$ cat config.mk
export PLATFORM = sky130hd
export DESIGN_NAME = bus_watchdog
export DESIGN_NICKNAME = d
export VERILOG_FILES = /design/src/rtl/bus_watchdog.sv
export SDC_FILE = /design/constraint.sdc
export NUM_CORES = 1
export LEC_CHECK = 0
export CAP_MARGIN = 20
export CELL_PAD_IN_SITES_DETAIL_PLACEMENT = 1
export CELL_PAD_IN_SITES_GLOBAL_PLACEMENT = 2
export CORE_ASPECT_RATIO = 0.7
export CORE_MARGIN = 1.5
export CORE_UTILIZATION = 29
export CTS_CLUSTER_SIZE = 14
export DETAILED_ROUTE_END_ITERATION = 10
export GPL_TIMING_DRIVEN = 0
export PLACE_DENSITY = 0.82
export SYNTH_ARGS = -nofsm -noshare
export SYNTH_HDL_FRONTEND = slang
export SYNTH_SLANG_ARGS = --single-unit
$ cat constraint.sdc
create_clock -name clk -period 3.54 [get_ports clk]
set_input_delay 0.708 -clock clk [delete_from_list [all_inputs] [get_ports clk]]
set_output_delay 0.708 -clock clk [all_outputs]
set_load 0.05 [all_outputs]
$ cat src/rtl/bus_watchdog.sv
// Bus cycle watchdog: times unterminated 68k bus cycles against a programmable limit,
// raises BERR on timeout and counts faults. Optional rerun (HALT+BERR) via BUS_WATCHDOG_RERUN_EN.
module bus_watchdog #(
  parameter int unsigned CNT_W = 8,
  parameter int unsigned ERR_W = 4
) (
  input  logic             clk,
  input  logic             reset,
  input  logic             count,
  input  logic             ack,
  input  logic [CNT_W-1:0] timeout_limit,
  output logic             berr,
  output logic             halt,
  output logic             timeout_pulse,
  output logic             busy,
  output logic [ERR_W-1:0] err_count
);

  localparam int unsigned CMP_W = CNT_W + 1;

  typedef enum logic [1:0] {IDLE, COUNT, DONE, FAULT} state_t;

  state_t           state_q, state_n;
  logic [CNT_W-1:0] timer_q, timer_n;
  logic             berr_n, pulse_n, busy_n;
  logic [ERR_W-1:0] err_n;
  logic             limit_zero, limit_hit, fault_entry;

`ifdef BUS_WATCHDOG_RERUN_EN
  logic halt_n, pend_q, pend_n;
`endif

  // Widened compare so a timer at the top of its range can never wrap past the limit.
  assign limit_zero = (timeout_limit == '0);
  assign limit_hit  = (CMP_W'(timer_q) + CMP_W'(1)) >= CMP_W'(timeout_limit);

  // Next-state and next-output logic
  always_comb begin
    state_n     = state_q;
    timer_n     = timer_q;
    berr_n      = berr;
    pulse_n     = 1'b0;
    err_n       = err_count;
    fault_entry = 1'b0;

    case (state_q)
      IDLE, COUNT: begin
        if (!count) begin
          state_n = IDLE;
          timer_n = '0;
        end else if (ack || limit_zero) begin
          state_n = DONE;
        end else begin
          timer_n = timer_q + CNT_W'(1);
          if (limit_hit) begin
            state_n     = FAULT;
            fault_entry = 1'b1;
          end else begin
            state_n = COUNT;
          end
        end
      end
      DONE, FAULT: begin
        if (!count) begin
          state_n = IDLE;
          timer_n = '0;
        end
      end
      default: state_n = IDLE;
    endcase

    if (fault_entry) begin
      berr_n  = 1'b1;
      pulse_n = 1'b1;
      if (!(&err_count)) err_n = err_count + ERR_W'(1);
    end
    if (state_n == IDLE) berr_n = 1'b0;
    busy_n = (state_n != IDLE);

`ifdef BUS_WATCHDOG_RERUN_EN
    // First fault requests a rerun; a second consecutive fault gives up with BERR alone.
    halt_n = halt;
    pend_n = pend_q;
    if (fault_entry) begin
      halt_n = !pend_q;
      pend_n = !pend_q;
    end
    if (state_n == DONE && state_q != DONE) pend_n = 1'b0;
    if (state_n == IDLE) halt_n = 1'b0;
`endif
  end

  always_ff @(posedge clk) begin
    if (reset) begin
      state_q       <= IDLE;
      timer_q       <= '0;
      berr          <= 1'b0;
      timeout_pulse <= 1'b0;
      busy          <= 1'b0;
      err_count     <= '0;
    end else begin
      state_q       <= state_n;
      timer_q       <= timer_n;
      berr          <= berr_n;
      timeout_pulse <= pulse_n;
      busy          <= busy_n;
      err_count     <= err_n;
    end
  end

`ifdef BUS_WATCHDOG_RERUN_EN
  always_ff @(posedge clk) begin
    if (reset) begin
      halt   <= 1'b0;
      pend_q <= 1'b0;
    end else begin
      halt   <= halt_n;
      pend_q <= pend_n;
    end
  end
`else
  assign halt = 1'b0;
`endif

endmodule

; ---- Word-level counts from Yosys, hierarchy flattened
; Cells that the tools add are included.
[totals]
reg_bits = 17
input_bits = 12
output_inout_bits = 8
word_cells = 41
[op_classes]
add_sub_neg = 3
order_cmp = 1
eq_ne = 5
n_mux = 14
bitwise_logic = 1
n_reduce_logical = 11
[op_table]
columns = operator, n
row1 = 8-bit two-way mux, 3
row2 = 8-bit one-hot mux with 2 select lines, 1
row3 = "8-bit by 1-bit adder with 9-bit output, second input constant", 1
row4 = 9-bit by 8-bit >= comparator with 1-bit output, 1
row5 = "8-bit by 1-bit adder with 8-bit output, second input constant", 1
row6 = 8-bit zero test, 1
row7 = 2-bit two-way mux, 4
row8 = 2-bit OR reduction, 3
row9 = 1-bit two-way mux, 5
row10 = "4-bit by 1-bit adder with 4-bit output, second input constant", 1
row11 = "2-bit == test, second input constant", 2
row12 = 2-bit zero test, 2
row13 = 2-bit one-hot mux with 2 select lines, 1
row14 = 2-bit AND reduction, 2
row15 = 4-bit AND reduction, 1
row16 = "3-bit != test, second input constant", 1
row17 = "2-bit by 1-bit == test with 1-bit output, second input constant", 1
row18 = "2-bit != test, second input constant", 1
row19 = 2-bit nonzero test, 1
row20 = 1-bit logical OR, 1
row21 = 1-bit inverter, 1

; ---- Depth between registers and ports, before layout
; Gate-level depths: netlist of the first run.
[logic_depth]
depth_word = 8
mapped_depth = 10
ltp_nobuf = 10

; ---- Worst setup path after synthesis of the first run
; OpenSTA, ideal clock, no wires.
[synth_path]
path_kind = register to register
startpoint = reg timer_q[2]
endpoint = reg err_count[0]
setup_time_ns = 0.123
arrival_time_ns = 2.369
required_ns = 3.417
setup_slack_ns = 1.048
stages_incl_launch_ff = 11
n_path_buf = 0
synth_period_minus_slack_ns = 2.492
path_cell_list = dfxtp_1 -> and3_1 -> and3_2 -> and3_1 -> xor2_1 -> ha_1 -> nand3_1 -> nor2_1 -> a221oi_2 -> a311oi_2 -> mux2_1
[synth_via]
elab_chain_len = 7
[synth_rtl]
columns = element, line
row1 = from (decl), 24  ; logic [CNT_W-1:0] timer_q, timer_n;
row2 = from (signal assigned), 103  ; timer_q <= timer_n;
row3 = 8-bit by 1-bit adder with 9-bit output, 35  ; assign limit_hit = (CMP_W'(timer_q) + CMP_W'(1)) >= CMP_W'(timeout_limit);
row4 = 9-bit by 8-bit >= comparator with 1-bit output, 35
row5 = 1-bit two-way mux, 55  ; if (limit_hit) begin
row6 = 1-bit two-way mux, 51  ; end else if (ack || limit_zero) begin
row7 = 1-bit two-way mux, 48  ; if (!count) begin
row8 = 1-bit two-way mux, 46  ; case (state_q)
row9 = 2-bit AND reduction (no source line), n/a
row10 = to (signal assigned), 107  ; err_count <= err_n;
row11 = to (decl), 16  ; output logic [ERR_W-1:0] err_count
; Every way passes these cells.
; A chain may end at the register's enable or synchronous reset.

; ---- Worst setup path after layout of the first run
[layout_path]
startpoint = reg timer_q[0]
endpoint = reg err_count[0]
; The elaborated chain is that of the path after synthesis.

==> results of run 1 <==
-- metrics by stage --
stage / util (%) / cell area (sq um)
after floorplan: - / 988
after global placement: 38.1 / 1220
after detailed placement: 38.1 / 1220
after CTS: 39.8 / 1270
after global routing: 39.8 / 1270
final: 39.8 / 1270
-- power groups by stage --
stage                     clock (mW)  combinational [mW]  sequential, mW
after floorplan                    0              0.0216           0.189
after global placement             0              0.0451           0.187
after detailed placement           0              0.0457           0.187
after CTS                      0.173              0.0460           0.183
after global routing           0.182              0.0509           0.184
final                          0.165              0.0454           0.183
-- registers in the layout (all words and copies together), names as in the netlist --
name	flops
state_q	1
err_count	4
berr	1
timer_q	8
timeout_pulse	1
busy	1
-- cell usage in the layout, fill, tap and decap left out, drive strengths merged --
cell,synthesis,final
o21bai,1,1
or4,1,1
conb,1,1
a211oi,1,1
clkdlybuf4s50,0,18
nor2,14,14
ha,10,10
nand2,10,10
a311oi,1,1
nor4,2,2
clkbuf,1,5
mux2i,2,2
dfxtp,16,16
buf,2,2
nand3,2,2
and3,4,4
a221oi,1,1
xor2,10,10
xnor2,3,3
a21oi,5,5
o21a,1,1
nand2b,4,4
o21ai,3,3
nor3,1,1
nand4,2,2
nor2b,2,2
o2111ai,1,1
mux2,1,1
and2b,1,1
nand3b,1,1
o32ai,1,1
inv,8,8
-- cell type report --
cell class,count,area share [%]
Clock buffer,4,4.33
Timing Repair Buffer,18,14.2
Tap cell,38,3.74
Inverter,8,2.36
Buffer,3,1.28
Sequential cell,16,25.2
Multi-Input combinational cell,86,48.9
-- critical path, stage by stage (launching register included) --
cell,delay [ns]
dfxtp_1,0.39
ha_1,0.25
nand3_2,0.16
nor2_1,0.21
xor2_1,0.18
ha_1,0.28
a21oi_1,0.12
o21ai_0,0.12
a221oi_2,0.55
a311oi_2,0.13
mux2_1,0.33
-- kinds of logic after synthesis --
family,count (synthesis),share of synthesized area (%)
and+or+nand+nor,44,23.2
buffers and inverters,11,4.68
other,1,0.379
adders and majority gates,10,12.7
AOI/OAI and AO/OA,15,12.0
xor gates and xnor gates,13,11.5
muxes,3,3.16
DFF,16,32.4
-- worst paths after layout --
| kind | from | end | slack [ns] | depth (start not counted) |
|---|---|---|---|---|
| worst max-delay path | timer_q[0] | err_count[0] | 0.71 | 10 |
| worst min-delay path | berr | berr | 0.48 | 1 |
| worst max register to register | timer_q[0] | err_count[0] | 0.71 | 10 |
| worst min register to register | berr | berr | 0.48 | 1 |
-- routing by layer --
metal  global-route usage [%]  part of all wire [%]
met1                     19.4                    52
met5                        0                     0
met2                     21.6                    43
met3                     4.84                   2.9
met4                     7.55                   2.5
==> run summary, run 1 <==
Status: completed
Rows: 17
Seq/Total Area, Yosys: 32.4%
CTS tree: done
Number of synthesized flops with an enable pin: 0
Worst-Skew Late Latency: 0.25 ns
Filler instances: 391
Core footprint: 3190 sq um
Placed insts: 169
Routed vias: 839
Least-Margin Pin Slew: 0.592 ns
Vias per Instance: 4.85
Crit Path Class: flip-flop to flip-flop
Critical Path Sink Type: flip-flop
Placer Congestion: 0.707
Worst EP arrival: 2.97 ns
Top FF cell, synth: dfxtp_1
H-tree depth: 1
ANT nets after route: 0
Yosys top cell by area: dfxtp_1
Clk pwr share: 41.8%
Power density cells: 309 nW/um^2
Mapped cell area: 988 sq um
Pin count of the biggest net entering global routing: 10
Final wirelength: 2.25 mm
Final min period: 2.83 ns
CTS buffer count: 3
Nets: 158
DR pass1 iterations: 4
Post_cts resized: 0
FMAX: 354 MHz
I/O pin total: 20
Multi-input gate area: 622 sq um
Tcrit/Tclk final: 79.9%
Critical path required time: 3.68 ns
GRT overflow: 0
Max-slew headroom: 60.5%
Share of async-settable or async-resettable flops after synthesis: 0%
Min-delay worst type: flip-flop to flip-flop
Most common cell in the netlist: dfxtp_1
Number of port buffers: 18
Synthesized flop and latch total: 16
Switching pwr: 90.7 uW
Final Hold Viols: 0
Clk buf depth: 2
DIE AREA: 3770 sq um
Layout area overhead: 28.6%
Seq pwr share: 46.6%
Layout cells sized above 1: 10.4%
Largest cells by area after synthesis: dfxtp_1, ha_1, xor2_1, nor2_1, nand2_1
Wire per inst: 13.0 microns
Die Ht: 51.8 microns
Final setup TNS: 0 ns
Post-Synthesis Cells: 113
Initial antenna violation count: 0
Die width: 72.8 microns
Vias in the first global route: 854
Internal power: 303 uW
DP Worst Slack: 0.537 ns
Root buf cell: clkbuf_8
Pleak: 0.568 nW
Antenna diodes: 0
Layout Cells excl Fill: 173
# DRC: 0
Clock sinks: 16
Critical path fanouts, max: 7
Final Max Tran Viols: 0
Worst Skew: 0.00107 ns
Starting density of the core: 31.0%
Average size of a mapped cell: 8.75 sq um
Register area: 320 sq um
RSZ-0062 raised after global routing: no
Final setup fails: 0
Clock slew at reported path FFs: 0.06 ns
Post-synth top area share: 32.4%
Combinational group share of total power: 11.5%
GR Util All Layers: 14.8%
Final Total Pwr: 393 uW
Max-cap viol count: 0
Hold WS: 0.480 ns
Hold-fix buffers, CTS: 0
DRT iter0 DRCs: 11
Post-CTS Setup Inserts: 0
Synth warnings: 0
Post-Syn Nets: 135
Peak supply drop: 0.157 mV
DP Wirelength: 1.85 mm
Netlist cell types: 36
First-pass GRT wire length: 4.10 mm
Sw frac: 23.1%
Post-synth top cells: dfxtp_1, nor2_1, ha_1, nand2_1, xor2_1
Startpoint types: flip-flop
Setup ws final: 0.712 ns
No activity file was read; power rests on OpenSTA's default activity.
==> inputs of run 2 (changes only) <==
Clock period 3.54 ns to 2.8 ns, I/O delays scaled along.
==> run 2 against run 1 <==
Critical path depth unchanged. Combinational power up 30%. Global-route usage up 0.33 points. Largest cell class unchanged. Sequential cell count unchanged. First-iteration DRC count down 9.1%. Power up 27%. Sequential share of layout area down 0.56 points. Register-to-register slack worse by 0.56 ns. Fmax up 6.7%. Highest routed layer unchanged.
==> run summary, run 2 (synthesis results as in run 1) <==
Status: completed
Starting density of the core: 31.0% (unchanged)
Final wirelength: 2.31 mm (+2.9%)
GRT busiest layer: met2
GR Util All Layers: 15.1% (+0.33 points)
Number of port buffers: 18 (unchanged)
FF-to-FF path depth: 10 (unchanged)
Critical Path Sink Type: flip-flop
DP Wirelength: 1.85 mm (unchanged)
DR pass1 iterations: 4 (unchanged)
Max-slew headroom: 66.3% (+5.8 points)
Met3 usage: 4.84% (unchanged)
Wire per inst: 13.2 microns (+1.8%)
Initial antenna violation count: 0 (unchanged)
Crit Path Class: flip-flop to flip-flop
Nets: 160 (+1.3%)
Die width: 72.8 microns (unchanged)
Worst Hold Launch: berr
Die Ht: 51.8 microns (unchanged)
GRT overflow: 0 (unchanged)
CP Buf/Inv Count: 0 (unchanged)
Layout cells sized above 1: 12.4% (+2.0 points)
Max reg flops: 8 (unchanged)
Tcrit/Tclk final: 94.7% (+15 points)
Placer Congestion: 0.707 (unchanged)
Critical path fanouts, max: 5 (-2)
Met2 GRT Util: 22.3% (+0.76 points)
WHS Endpoint: berr
Final setup TNS: 0 ns (unchanged)
Worst EP arrival: 2.79 ns (-0.18 ns)
Vias in the first global route: 867 (+1.5%)
Critical-path top delay cell: dfxtp_1
Most frequent CP cell: and3_1
CP peak stage delay: 0.36 ns (-0.19 ns)
Final min period: 2.65 ns (-0.176 ns)
Hold-fix buffers, CTS: 0 (unchanged)
Clock sinks: 16 (unchanged)
Most frequent cells in the layout: clkdlybuf4s50_1, dfxtp_1, nor2_1
Biggest regs: timer_q x8, err_count x4
Clk buf depth: 2 (unchanged)
R2r startpoint: timer_q[2]
Startpoint types: flip-flop
First-pass GRT wire length: 4.19 mm (+2.2%)
Min-delay worst type: flip-flop to flip-flop
H-tree depth: 1 (unchanged)
I/O pin total: 20 (unchanged)
Routed vias: 844 (+0.60%)
Peak supply drop: 0.199 mV (+27%)
Layout Cells excl Fill: 175 (+1.2%)
Rows: 17 (unchanged)
Filler instances: 386 (-1.3%)
Placed insts: 169 (unchanged)
Final Hold Viols: 0 (unchanged)
FF-to-FF End: err_count[0]
Clock slew at reported path FFs: 0.06 ns (about the same)
ANT nets after route: 0 (unchanged)
Vias per Instance: 4.82 (-0.55%)
Commonest non-fill, non-tap cell in the layout: clkdlybuf4s50_1
Biggest register: timer_q
CTS buffer count: 3 (unchanged)
WHS Path Cells: 1 (unchanged)
DIE AREA: 3770 sq um (unchanged)
Final setup fails: 0 (unchanged)
Antenna diodes: 0 (unchanged)
Worst-Skew Late Latency: 0.25 ns (about the same)
Core footprint: 3190 sq um (unchanged)
Root buf cell: clkbuf_8
Least-Margin Pin Slew: 0.504 ns (-0.0889 ns)
Met1 Use GR: 19.7% (+0.35 points)
DRT iter0 DRCs: 10 (-1)
Pin count of the biggest net entering global routing: 10 (unchanged)
Worst Skew: 0.00134 ns (+0.000269 ns)
Layout area overhead: 31.5%
CTS tree: done
Pleak: 0.578 nW (+1.7%)
# DRC: 0 (unchanged)
Power density cells: 384 nW/um^2 (+24%)
Critical path required time: 2.94 ns (-0.74 ns)
Crit-path cells: and3_1 > and3_2 > and3_1 > xor2_1 > ha_1 > nand3_1 > nor2_1 > a221oi_4 > a311oi_2 > mux2_1
Max-cap viol count: 0 (unchanged)
FMAX: 377 MHz (+6.7%)
Largest delay share family, worst path: simple AND/OR/NAND/NOR gates
Flop-to-flop setup slack: 0.15 ns (-0.56 ns)
Final Max Tran Viols: 0 (unchanged)
==> run 2: cell count changes in the layout (fill, tap and decap cells not counted), sizes merged <==
cell / change
buf: +2
==> run 2: metrics by stage <==
step / power, mW / worst slack, ns / util (%) / hold WS, ns / area, sq um
CTS: 0.509 / 0.0233 / 40.2 / 0.480 / 1280
finish: 0.499 / 0.149 / 40.7 / 0.480 / 1300
floorplan: 0.267 / 0.308 / - / 0.479 / 988
global route: 0.529 / -0.0154 / 40.7 / 0.498 / 1300
global placement: 0.294 / -0.0299 / 38.1 / 0.449 / 1220
detailed placement: 0.295 / -0.0647 / 38.1 / 0.459 / 1220
==> run 2: layout make-up <==
cell class / instances / area, sq um / area share (%)
repair buffers: 20 / 195 / 15.0
plain buffers: 3 / 16.3 / 1.25
flip-flops and latches: 16 / 320 / 24.6
well taps: 38 / 47.5 / 3.66
clock buffers: 4 / 55.1 / 4.23
inverters: 8 / 30.0 / 2.31
multi-input cells: 86 / 636 / 48.9
==> run 2: what timing repair did <==
item	in CTS	in global routing
gates resized for setup	1	2
pin swaps	0	2
setup endpoints to repair	1	4
buffers inserted	0	2
==> run 2: where the power goes <==
group,switching [mW],total (mW),leakage (nW),internal (mW)
logic,0.0313,0.0592,0.420,0.0279
registers,0.00162,0.232,0.129,0.230
clock network,0.0828,0.208,0.0288,0.125
==> run 2: routing by layer <==
| layer | vias up | share of wire, % |
|---|---|---|
| li1 | 434 | - |
| met1 | 398 | 50 |
| met2 | 7 | 44 |
| met3 | 5 | 2.9 |
| met4 | 0 | 2.4 |
| met5 | - | 0 |
==> run 2: worst max path at each step <==
stage | startpoint | endpoint | slack, ns | depth (start not counted)
global route | timer_q[2] | err_count[0] | -0.02 | 10
finish | timer_q[2] | err_count[0] | 0.15 | 10
floorplan | timer_q[2] | err_count[0] | 0.31 | 10
CTS | timer_q[0] | err_count[0] | 0.02 | 10
global placement | timeout_limit[6] | err_count[0] | -0.03 | 8
detailed placement | timer_q[0] | err_count[0] | -0.06 | 10
==> inputs of run 3 (changes only) <==
Settings changed: GPL_TIMING_DRIVEN 0 to not set.
==> run 3 against run 2 <==
Clock skew decreased by 0.00053 ns. Critical path depth grew 1. Largest power group unchanged. Worst setup slack got worse by 0.0041 ns. Non-clock buffer count stayed put.
==> run summary, run 3 (synthesis results as in run 1) <==
Most frequent cells in the layout: clkdlybuf4s50_1, dfxtp_1, nor2_1
Starting density of the core: 31.0% (unchanged)
Max reg flops: 8 (unchanged)
Layout cells sized above 1: 15.3% (+2.9 points)
Pleak: 0.584 nW (+1.1%)
Critical path required time: 2.94 ns (about the same)
Nets: 160 (unchanged)
DP Worst Slack: -0.0348 ns (+0.0298 ns)
DIE AREA: 3770 sq um (unchanged)
Root buf cell: clkbuf_8
Antenna diodes: 0 (unchanged)
Vias in the first global route: 885 (+2.1%)
DRT iter0 DRCs: 35 (+25)
CTS tree: done
ANT nets after route: 0 (unchanged)
Status: completed
M1 wire length: 1.22 mm (+5.0%)
Placed insts: 171 (+1.2%)
Pin count of the biggest net entering global routing: 12 (+2)
Seq pwr share: 46.7% (+0.2 points)
Core footprint: 3190 sq um (unchanged)
Clk pwr share: 41.6% (about the same)
H-tree depth: 1 (unchanged)
First-pass GRT wire length: 4.19 mm (unchanged)
DR pass1 iterations: 3 (-1)
Die width: 72.8 microns (unchanged)
Final cell utilization of the core: 41.2% (+0.43 points)
Worst-Skew Late Latency: 0.25 ns (about the same)
Final setup fails: 0 (unchanged)
Routed vias: 845 (+0.12%)
Die Ht: 51.8 microns (unchanged)
Commonest non-fill, non-tap cell in the layout: clkdlybuf4s50_1
Final Hold Viols: 0 (unchanged)
I/O pin total: 20 (unchanged)
Wire per inst: 13.7 microns (+3.2%)
Final Total Pwr: 497 uW (-0.33%)
Switching pwr: 115 uW (-0.87%)
Internal power: 382 uW (-0.16%)
Biggest regs: timer_q x8, err_count x4
Metal3 WL: 60 microns (-9.1%)
Final min period: 2.66 ns (+0.00411 ns)
Final Instance Area: 1310 sq um (+1.1%)
Sw frac: 23.1% (-0.13 points)
Hold WS: 0.468 ns (-0.0116 ns)
Layout Cells excl Fill: 175 (unchanged)
CTS buffer count: 3 (unchanged)
Vias per Instance: 4.83 (+0.12%)
Met2 Wirelength: 1.09 mm (+6.0%)
Placer Congestion: 0.706 (-0.16%)
Clock slew at reported path FFs: 0.06 ns (about the same)
Number of port buffers: 18 (unchanged)
Final setup TNS: 0 ns (unchanged)
Hold-fix buffers, CTS: 0 (unchanged)
Clock sinks: 16 (unchanged)
Peak supply drop: 0.213 mV (+6.9%)
Final wirelength: 2.39 mm (+3.2%)
RSZ-0062 raised after global routing: no
Tcrit/Tclk final: 94.8% (+0.15 points)
Power density cells: 378 nW/um^2 (-1.4%)
Clk buf depth: 2 (unchanged)
Rows: 17 (unchanged)
Crit Path Class: flip-flop to flip-flop
DP Wirelength: 1.91 mm (+3.5%)
GR Util All Layers: 14.7% (-0.36 points)
Multi-input gate area: 642 sq um (+0.98%)
Critical path fanouts, max: 7 (+2)
FMAX: 377 MHz (-0.15%)
Min-delay worst type: flip-flop to flip-flop
Register area: 322 sq um (+0.39%)
Critical Path Sink Type: flip-flop
# DRC: 0 (unchanged)
Worst Skew: 0.000810 ns (-0.000530 ns)
DR top layer: met4
Filler instances: 375 (-2.8%)
Combinational group share of total power: 11.7% (-0.2 points)
GRT overflow: 0 (unchanged)
Max-cap viol count: 0 (unchanged)
Least-Margin Pin Slew: 0.507 ns (+0.00330 ns)
Final Max Tran Viols: 0 (unchanged)
Layout area overhead: 32.9%
Setup ws final: 0.145 ns (-0.00411 ns)
Cell Area, Placed: 1240 sq um (+1.7%)
Biggest register: timer_q
Max-slew headroom: 66.1% (-0.22 points)
Worst EP arrival: 2.79 ns (about the same)
Startpoint types: flip-flop
Initial antenna violation count: 0 (unchanged)
run 3: cell count changes in the layout (fill, tap and decap cells not counted), sizes merged:
cell and delta:
buf +1, clkbuf -1
run 3: final timing paths:
path                            startpoint            to  slack (ns)  depth (start not counted)
worst max register to register  timer_q[1]  err_count[0]        0.14                         11
worst min register to register        berr          berr        0.47                          1
worst min-delay path                  berr          berr        0.47                          1
worst max-delay path            timer_q[1]  err_count[0]        0.14                         11
run 3: cell type report:
type,count,share of cell area (%)
Clock buffer,4,4.19
Timing Repair Buffer,23,16.6
Sequential cell,16,24.5
Inverter,8,2.29
Tap cell,38,3.62
Multi-Input combinational cell,86,48.9
run 3: power by group through the flow:
stage               logic [mW]  clock network, mW  registers (mW)
finish                  0.0581              0.207           0.232
global route            0.0644              0.231           0.232
CTS                     0.0579              0.215           0.232
detailed placement      0.0575                  0           0.237
global placement        0.0560                  0           0.237
floorplan               0.0274                  0           0.240
run 3: layer usage:
| layer | vias to the layer above | track usage, % |
|---|---|---|
| li1 | 433 | - |
| met1 | 403 | 19.5 |
| met2 | 7 | 23.1 |
| met3 | 2 | 4.84 |
| met4 | 0 | 3.77 |
| met5 | - | 0 |
run 3: worst max-delay path, cell delays in order (launching register included):
cell	delay [ns]
dfxtp_1	0.33
and3_1	0.18
and3_2	0.25
and3_1	0.20
xor2_1	0.15
ha_1	0.31
nand3_1	0.07
nor2_1	0.12
a221oi_2	0.08
buf_4	0.17
a311oi_4	0.31
mux2_1	0.36
run 3: repair_timing:
action	4_1_cts	5_1_grt
gates resized for setup	1	5
setup endpoints to repair	1	2
buffers inserted	0	0
pin swaps	0	0
